==> src/rtl/dram_cycle_tracker.sv <==
// C64 DRAM-socket front end: strobe synchronisers, row/column demux and bus-cycle FSM.
// Optional statistics counters are built when DRAM_CYCLE_STATS_EN is defined.
module dram_cycle_tracker #(
  parameter int SYNC_STAGES = 2,
  parameter int TAG_CYCLES  = 2,
  parameter int WATCHDOG    = 63
) (
  input  logic        clock,
  input  logic        reset,
  input  logic [7:0]  maddress,
  input  logic        _ras,
  input  logic        _cas,
  input  logic        _we,
  output logic [15:0] address,
  output logic        row_valid,
  output logic        cycle_valid,
  output logic        cycle_we,
  output logic        cycle_start,
  output logic        cycle_end,
  output logic        phase_tag,
  output logic        phase_ram,
  output logic [3:0]  ctr,
  output logic        refresh,
  output logic        err_timeout,
  input  logic        stats_clear,
  output logic [15:0] stat_access,
  output logic [15:0] stat_refresh
);

  typedef enum logic [2:0] {
    S_HOLD   = 3'd0,
    S_IDLE   = 3'd1,
    S_ROW    = 3'd2,
    S_ACCESS = 3'd3,
    S_TAIL   = 3'd4
  } state_t;

  localparam logic [3:0] TAG_LIM = 4'(TAG_CYCLES);
  localparam logic [5:0] WD_LIM  = 6'(WATCHDOG);

  logic [SYNC_STAGES-1:0] ras_n_pipe;
  logic [SYNC_STAGES-1:0] cas_n_pipe;
  logic [SYNC_STAGES-1:0] we_n_pipe;
  logic [SYNC_STAGES-1:0] fill_pipe;
  logic [7:0]             maddr_pipe [SYNC_STAGES];

  logic       ras;
  logic       cas;
  logic       we_n_s;
  logic       primed;
  logic [7:0] maddr_s;

  state_t      state;
  state_t      state_next;
  logic        cbr;
  logic        cbr_next;
  logic [5:0]  wd;
  logic [5:0]  wd_next;
  logic        active;
  logic [15:0] address_next;
  logic        cycle_we_next;
  logic [3:0]  ctr_next;
  logic        cycle_start_next;
  logic        cycle_end_next;
  logic        refresh_next;
  logic        err_next;
  logic        row_valid_next;
  logic        cycle_valid_next;
  logic        phase_tag_next;
  logic        phase_ram_next;

  // Strobes and address travel through equal-depth pipes; fill_pipe marks when real samples reach the end.
  always_ff @(posedge clock) begin
    if (reset) begin
      ras_n_pipe <= '1;
      cas_n_pipe <= '1;
      we_n_pipe  <= '1;
      fill_pipe  <= '0;
      for (int i = 0; i < SYNC_STAGES; i++) begin
        maddr_pipe[i] <= 8'h00;
      end
    end else begin
      ras_n_pipe    <= {ras_n_pipe[SYNC_STAGES-2:0], _ras};
      cas_n_pipe    <= {cas_n_pipe[SYNC_STAGES-2:0], _cas};
      we_n_pipe     <= {we_n_pipe[SYNC_STAGES-2:0], _we};
      fill_pipe     <= {fill_pipe[SYNC_STAGES-2:0], 1'b1};
      maddr_pipe[0] <= maddress;
      for (int i = 1; i < SYNC_STAGES; i++) begin
        maddr_pipe[i] <= maddr_pipe[i-1];
      end
    end
  end

  assign ras     = ~ras_n_pipe[SYNC_STAGES-1];
  assign cas     = ~cas_n_pipe[SYNC_STAGES-1];
  assign we_n_s  = we_n_pipe[SYNC_STAGES-1];
  assign primed  = fill_pipe[SYNC_STAGES-1];
  assign maddr_s = maddr_pipe[SYNC_STAGES-1];
  assign active  = (state == S_ROW) || (state == S_ACCESS) || (state == S_TAIL);

  // Next-state and next-output decode; every exit raises at most one of refresh/cycle_end/err_timeout cause.
  always_comb begin
    state_next       = state;
    cbr_next         = cbr;
    address_next     = address;
    cycle_we_next    = cycle_we;
    ctr_next         = ctr;
    cycle_start_next = 1'b0;
    cycle_end_next   = 1'b0;
    refresh_next     = 1'b0;
    err_next         = 1'b0;
    if (active) begin
      wd_next = wd + 6'd1;
    end else begin
      wd_next = 6'd0;
    end

    if (active && (wd == WD_LIM)) begin
      state_next     = S_HOLD;
      cbr_next       = 1'b0;
      err_next       = 1'b1;
      cycle_end_next = (state == S_ACCESS);
      ctr_next       = 4'd0;
      wd_next        = 6'd0;
    end else begin
      case (state)
        S_HOLD: begin
          if (!ras && primed) begin
            state_next   = S_IDLE;
            refresh_next = cbr;
            cbr_next     = 1'b0;
          end else begin
            state_next = S_HOLD;
          end
        end
        S_IDLE: begin
          if (ras && cas) begin
            state_next = S_HOLD;
            cbr_next   = 1'b1;
          end else if (ras) begin
            state_next   = S_ROW;
            address_next = {address[15:8], maddr_s};
          end else begin
            state_next = S_IDLE;
          end
        end
        S_ROW: begin
          if (cas) begin
            state_next       = S_ACCESS;
            address_next     = {maddr_s, address[7:0]};
            cycle_we_next    = ~we_n_s;
            ctr_next         = 4'd0;
            cycle_start_next = 1'b1;
          end else if (!ras) begin
            state_next   = S_IDLE;
            refresh_next = 1'b1;
          end else begin
            state_next = S_ROW;
          end
        end
        S_ACCESS: begin
          if (!ras) begin
            state_next     = S_IDLE;
            cycle_end_next = 1'b1;
            ctr_next       = 4'd0;
          end else if (!cas) begin
            state_next     = S_TAIL;
            cycle_end_next = 1'b1;
            ctr_next       = 4'd0;
          end else if (ctr == 4'd15) begin
            ctr_next = 4'd15;
          end else begin
            ctr_next = ctr + 4'd1;
          end
        end
        S_TAIL: begin
          if (!ras) begin
            state_next = S_IDLE;
          end else if (cas) begin
            state_next       = S_ACCESS;
            address_next     = {maddr_s, address[7:0]};
            cycle_we_next    = ~we_n_s;
            ctr_next         = 4'd0;
            cycle_start_next = 1'b1;
          end else begin
            state_next = S_TAIL;
          end
        end
        default: begin
          state_next = S_HOLD;
          cbr_next   = 1'b0;
          ctr_next   = 4'd0;
        end
      endcase
    end

    row_valid_next   = (state_next == S_ROW) || (state_next == S_ACCESS) || (state_next == S_TAIL);
    cycle_valid_next = (state_next == S_ACCESS);
    phase_tag_next   = cycle_valid_next && (ctr_next < TAG_LIM);
    phase_ram_next   = cycle_valid_next && !(ctr_next < TAG_LIM);
  end

  // State register with all bus-facing outputs registered alongside it.
  always_ff @(posedge clock) begin
    if (reset) begin
      state       <= S_HOLD;
      cbr         <= 1'b0;
      wd          <= 6'd0;
      address     <= 16'h0000;
      row_valid   <= 1'b0;
      cycle_valid <= 1'b0;
      cycle_we    <= 1'b0;
      cycle_start <= 1'b0;
      cycle_end   <= 1'b0;
      phase_tag   <= 1'b0;
      phase_ram   <= 1'b0;
      ctr         <= 4'd0;
      refresh     <= 1'b0;
      err_timeout <= 1'b0;
    end else begin
      state       <= state_next;
      cbr         <= cbr_next;
      wd          <= wd_next;
      address     <= address_next;
      row_valid   <= row_valid_next;
      cycle_valid <= cycle_valid_next;
      cycle_we    <= cycle_we_next;
      cycle_start <= cycle_start_next;
      cycle_end   <= cycle_end_next;
      phase_tag   <= phase_tag_next;
      phase_ram   <= phase_ram_next;
      ctr         <= ctr_next;
      refresh     <= refresh_next;
      err_timeout <= err_next;
    end
  end

`ifdef DRAM_CYCLE_STATS_EN
  // Wrapping event counters; a clear request beats a same-clock increment.
  always_ff @(posedge clock) begin
    if (reset) begin
      stat_access  <= 16'h0000;
      stat_refresh <= 16'h0000;
    end else if (stats_clear) begin
      stat_access  <= 16'h0000;
      stat_refresh <= 16'h0000;
    end else begin
      if (cycle_start) begin
        stat_access <= stat_access + 16'h0001;
      end else begin
        stat_access <= stat_access;
      end
      if (refresh) begin
        stat_refresh <= stat_refresh + 16'h0001;
      end else begin
        stat_refresh <= stat_refresh;
      end
    end
  end
`else
  logic unused_stats_clear;
  assign unused_stats_clear = stats_clear;
  assign stat_access        = 16'h0000;
  assign stat_refresh       = 16'h0000;
`endif

endmodule

==> config.mk <==
export PLATFORM = sky130hd
export DESIGN_NAME = dram_cycle_tracker
export DESIGN_NICKNAME = d
export VERILOG_FILES = /design/src/rtl/dram_cycle_tracker.sv
export SDC_FILE = /design/constraint.sdc
export NUM_CORES = 1
export LEC_CHECK = 0
export CELL_PAD_IN_SITES_DETAIL_PLACEMENT = 0
export CELL_PAD_IN_SITES_GLOBAL_PLACEMENT = 2
export CORE_MARGIN = 2
export CORE_UTILIZATION = 31
export CTS_BUF_LIST = sky130_fd_sc_hd__clkbuf_8
export CTS_CLUSTER_SIZE = 30
export DETAILED_ROUTE_END_ITERATION = 8
export PLACE_DENSITY_LB_ADDON = 0.08
export SYNTH_ARGS = -nofsm -noshare
export SYNTH_HDL_FRONTEND = slang
export SYNTH_SLANG_ARGS = --single-unit
==> constraint.sdc <==
create_clock -name clock -period 3.1 [get_ports clock]
set_clock_uncertainty 0.05 [all_clocks]
set_input_delay 0.775 -clock clock [delete_from_list [all_inputs] [get_ports clock]]
set_output_delay 0.775 -clock clock [all_outputs]
set_load 0.05 [all_outputs]
==> results.toml <==
[detailed_routing]
vias = 1875
dr.pass1.iters = 4
post_drt_via_cell_ratio = 4.30
wire_per_inst_um = 12.4
wl_mm = 5.39
drc = 0
drt_iter0_markers = 130
detail-route-antenna-nets = 0

[final_layout]
antenna_cells = 0
syn2layout_area_growth_pct = 24.3
n_fill_cell = 860
layout-drive-gt1-share_pct = 10.9
post-route-util_pct = 39.4
stdcell_area_um2 = 3220
final_cells = 436
fin_nets = 342

[floorplan]
die-width_um = 95.5
dieArea_um2 = 9110
io_pins = 75
rows = 33
core-area_um2 = 8180
die_h_um = 95.5
initial_core_util_pct = 31.7

[logic_synthesis]
synth_ff_type = "dfxtp_1"
yosysSeqAreaShare_pct = 48.6
synth_cells = 286
synth_edf_count = 0
synth_cell_type_count = 47
ys_ff_latch = 63
yosys_warnings = 0
avgSynthCellArea_um2 = 9.07
synthArstFlopShare_pct = 0
syn-cell-area_um2 = 2590

[place]
hpwl_mm = 3.77
place_area_um2 = 2970
dpl_worst_slack_ns = 0.806
dp.cells = 420
portBuffers = 41
globalplace.congestion = 0.700

[timing]
postLayoutSetupSlackWorst_ns = 0.655
max_freq_mhz = 409
period_share_pct = 78.9
rsz0062_at_grt = "no"
max_slew_margin_pct = 50.6
fin_crit_ns = 2.45
slew_viol_final = 0
hold_viol_final = 0
setup_viol = 0
fin_setup_tns_ns = 0
max_slew.worst_pin.slew_ns = 0.740

[critical_path]
critical_path_arrival_ns = 1.62
critical_path.cell_chain = "clkdlybuf4s50_1"
reg2reg_from = "state[1]$_SDFF_PP0_"
endpoint = "ctr[2]"
endpoint_kind = "output port"
crit_start = "ctr[2]$_SDFF_PP0_"
rr_worst_depth = 5
r2r_slack_ns = 1.02
r2r-end = "phase_tag$_SDFF_PP0_"
path_class = "reg2out"
slowest_stage = "clkdlybuf4s50_1"
crit_required_ns = 2.27
path_max_fanout = 6
startpoint_type = "register"
cp_num_buf_inv = 1
crit_family = "buffers and inverters"
path_depth = 1
slowest_delay_ns = 0.85

[grt]
grt_usage_pct = 12.4
grt_start_max_net_pins = 42
grt_antenna_before_repair = 0
gr-total-overflow = 0
grt_pass1_vias = 1685
grt_pass1_wl_mm = 8.51

[clock_network]
cts_buffer_depth = 2
clockRootBuffer = "clkbuf_8"
post_cts_resized = 0
path_clk_slew_ns = 0.07
hold_buffers = 0
cts_setup_buffers = 0
insertion_delay_ns = 0.33
clkSinkCount = 63
cts_htree_levels = 3
numCtsBuffers = 9
cts_tree = "yes"

[flow_run]
cap_violations = 0

[worst_hold_path]
hold_path.class = "reg2reg"
min_path_cells = 1

[power_and_ir_drop]
peakVddDrop_v = 0.000195
leakage_nw = 1.19
p_per_area_nw_per_um2 = 579

[outcome]
status = "completed"
## how the worst min path moves through the flow
stage,start,end
after floorplan,cas_n_pipe[0]$_SDFF_PP1_,cas_n_pipe[1]$_SDFF_PP1_
after global placement,cas_n_pipe[0]$_SDFF_PP1_,cas_n_pipe[1]$_SDFF_PP1_
after detailed placement,cas_n_pipe[0]$_SDFF_PP1_,cas_n_pipe[1]$_SDFF_PP1_
after CTS,cas_n_pipe[0]$_SDFF_PP1_,cas_n_pipe[1]$_SDFF_PP1_
after global routing,cas_n_pipe[0]$_SDFF_PP1_,cas_n_pipe[1]$_SDFF_PP1_
final,cas_n_pipe[0]$_SDFF_PP1_,cas_n_pipe[1]$_SDFF_PP1_
## kinds of logic after synthesis
group | share of synthesized area (%)
AOI/OAI and AO/OA | 12.9
xor gates and xnor gates | 1.35
adders and majority gates | 0.965
buffers and inverters | 12.0
DFF | 48.6
muxes | 0.434
other | 0.145
and+or+nand+nor | 23.6
## synthesized netlist by cell type (2+ instances only)
| library cell | instances | share of area [%] |
|---|---|---|
| nand2_1 | 29 | 4.2 |
| a21oi_1 | 21 | 4.1 |
| nand2b_1 | 5 | 1.2 |
| nor2b_1 | 19 | 4.6 |
| nor3_1 | 5 | 0.96 |
| o311ai_0 | 2 | 0.68 |
| and3_1 | 3 | 0.72 |
| o2111ai_1 | 2 | 0.68 |
| inv_1 | 5 | 0.72 |
| nor2_1 | 21 | 3.0 |
| buf_4 | 32 | 9.3 |
| buf_2 | 5 | 0.96 |
| clkbuf_1 | 7 | 1.0 |
| ha_1 | 2 | 0.96 |
| a211oi_1 | 2 | 0.58 |
| dfxtp_1 | 63 | 49 |
| o21ai_1 | 3 | 0.58 |
| o21bai_1 | 3 | 0.87 |
| o21ai_0 | 4 | 0.77 |
| or2_2 | 10 | 2.4 |
| nor4_1 | 2 | 0.48 |
| xor2_1 | 2 | 0.68 |
| nand3_1 | 13 | 2.5 |
| and2_1 | 2 | 0.48 |
| xnor2_1 | 2 | 0.68 |
## final cells by class
| class | instances | area (um^2) | share of cell area [%] |
|---|---|---|---|
| multi-input combinational | 205 | 1140 | 35.3 |
| inverter | 5 | 18.8 | 0.582 |
| timing repair buffer | 42 | 418 | 13.0 |
| clock buffer | 11 | 151 | 4.70 |
| sequential | 63 | 1260 | 39.1 |
| tap | 105 | 131 | 4.08 |
| clock inverter | 5 | 104 | 3.22 |
## power by group
part | total, mW | internal [mW] | switching (mW)
sequential | 0.840 | 0.826 | 0.0145
combinational | 0.138 | 0.0295 | 0.108
clock | 0.889 | 0.578 | 0.311
total | 1.87 | 1.43 | 0.433
## state kept, by name (all words and copies together) (netlist names), 2 cells and up
signal      flops
address        16
wd              6
fill_pipe       2
ras_n_pipe      2
ctr             4
cas_n_pipe      2
state           3
we_n_pipe       2
maddr_pipe     16
## cell usage in the layout (no fill, tap or decap), types with 5 or more instances in the layout
cell type         n
nor3_1            5
or2_2            10
a21oi_1          21
nor2b_1          19
inv_1             5
nand3_1          13
nor2_1           21
clkdlybuf4s50_1  41
nand2_1          29
nand2b_1          5
dfxtp_1          63
clkbuf_8         11
conb_1           32
## metal layers
| layer | vias up | GRT usage, % | wire [um] |
|---|---|---|---|
| met2 | 66 | 16.0 | 2090 |
| met5 | - | 0 | 0 |
| li1 | 973 | - | - |
| met1 | 829 | 18.4 | 2880 |
| met3 | 7 | 3.40 | 329 |
| met4 | 0 | 6.43 | 91 |
## metrics by stage
step                      total power [mW]  hold WS (ns)
after detailed placement             0.996         0.347
final                                 1.87         0.358
after CTS                             1.89         0.363
after floorplan                       1.00         0.339
after global routing                  1.93         0.373
after global placement               0.996         0.342
Note: power is estimated with default switching activity, not from simulation.
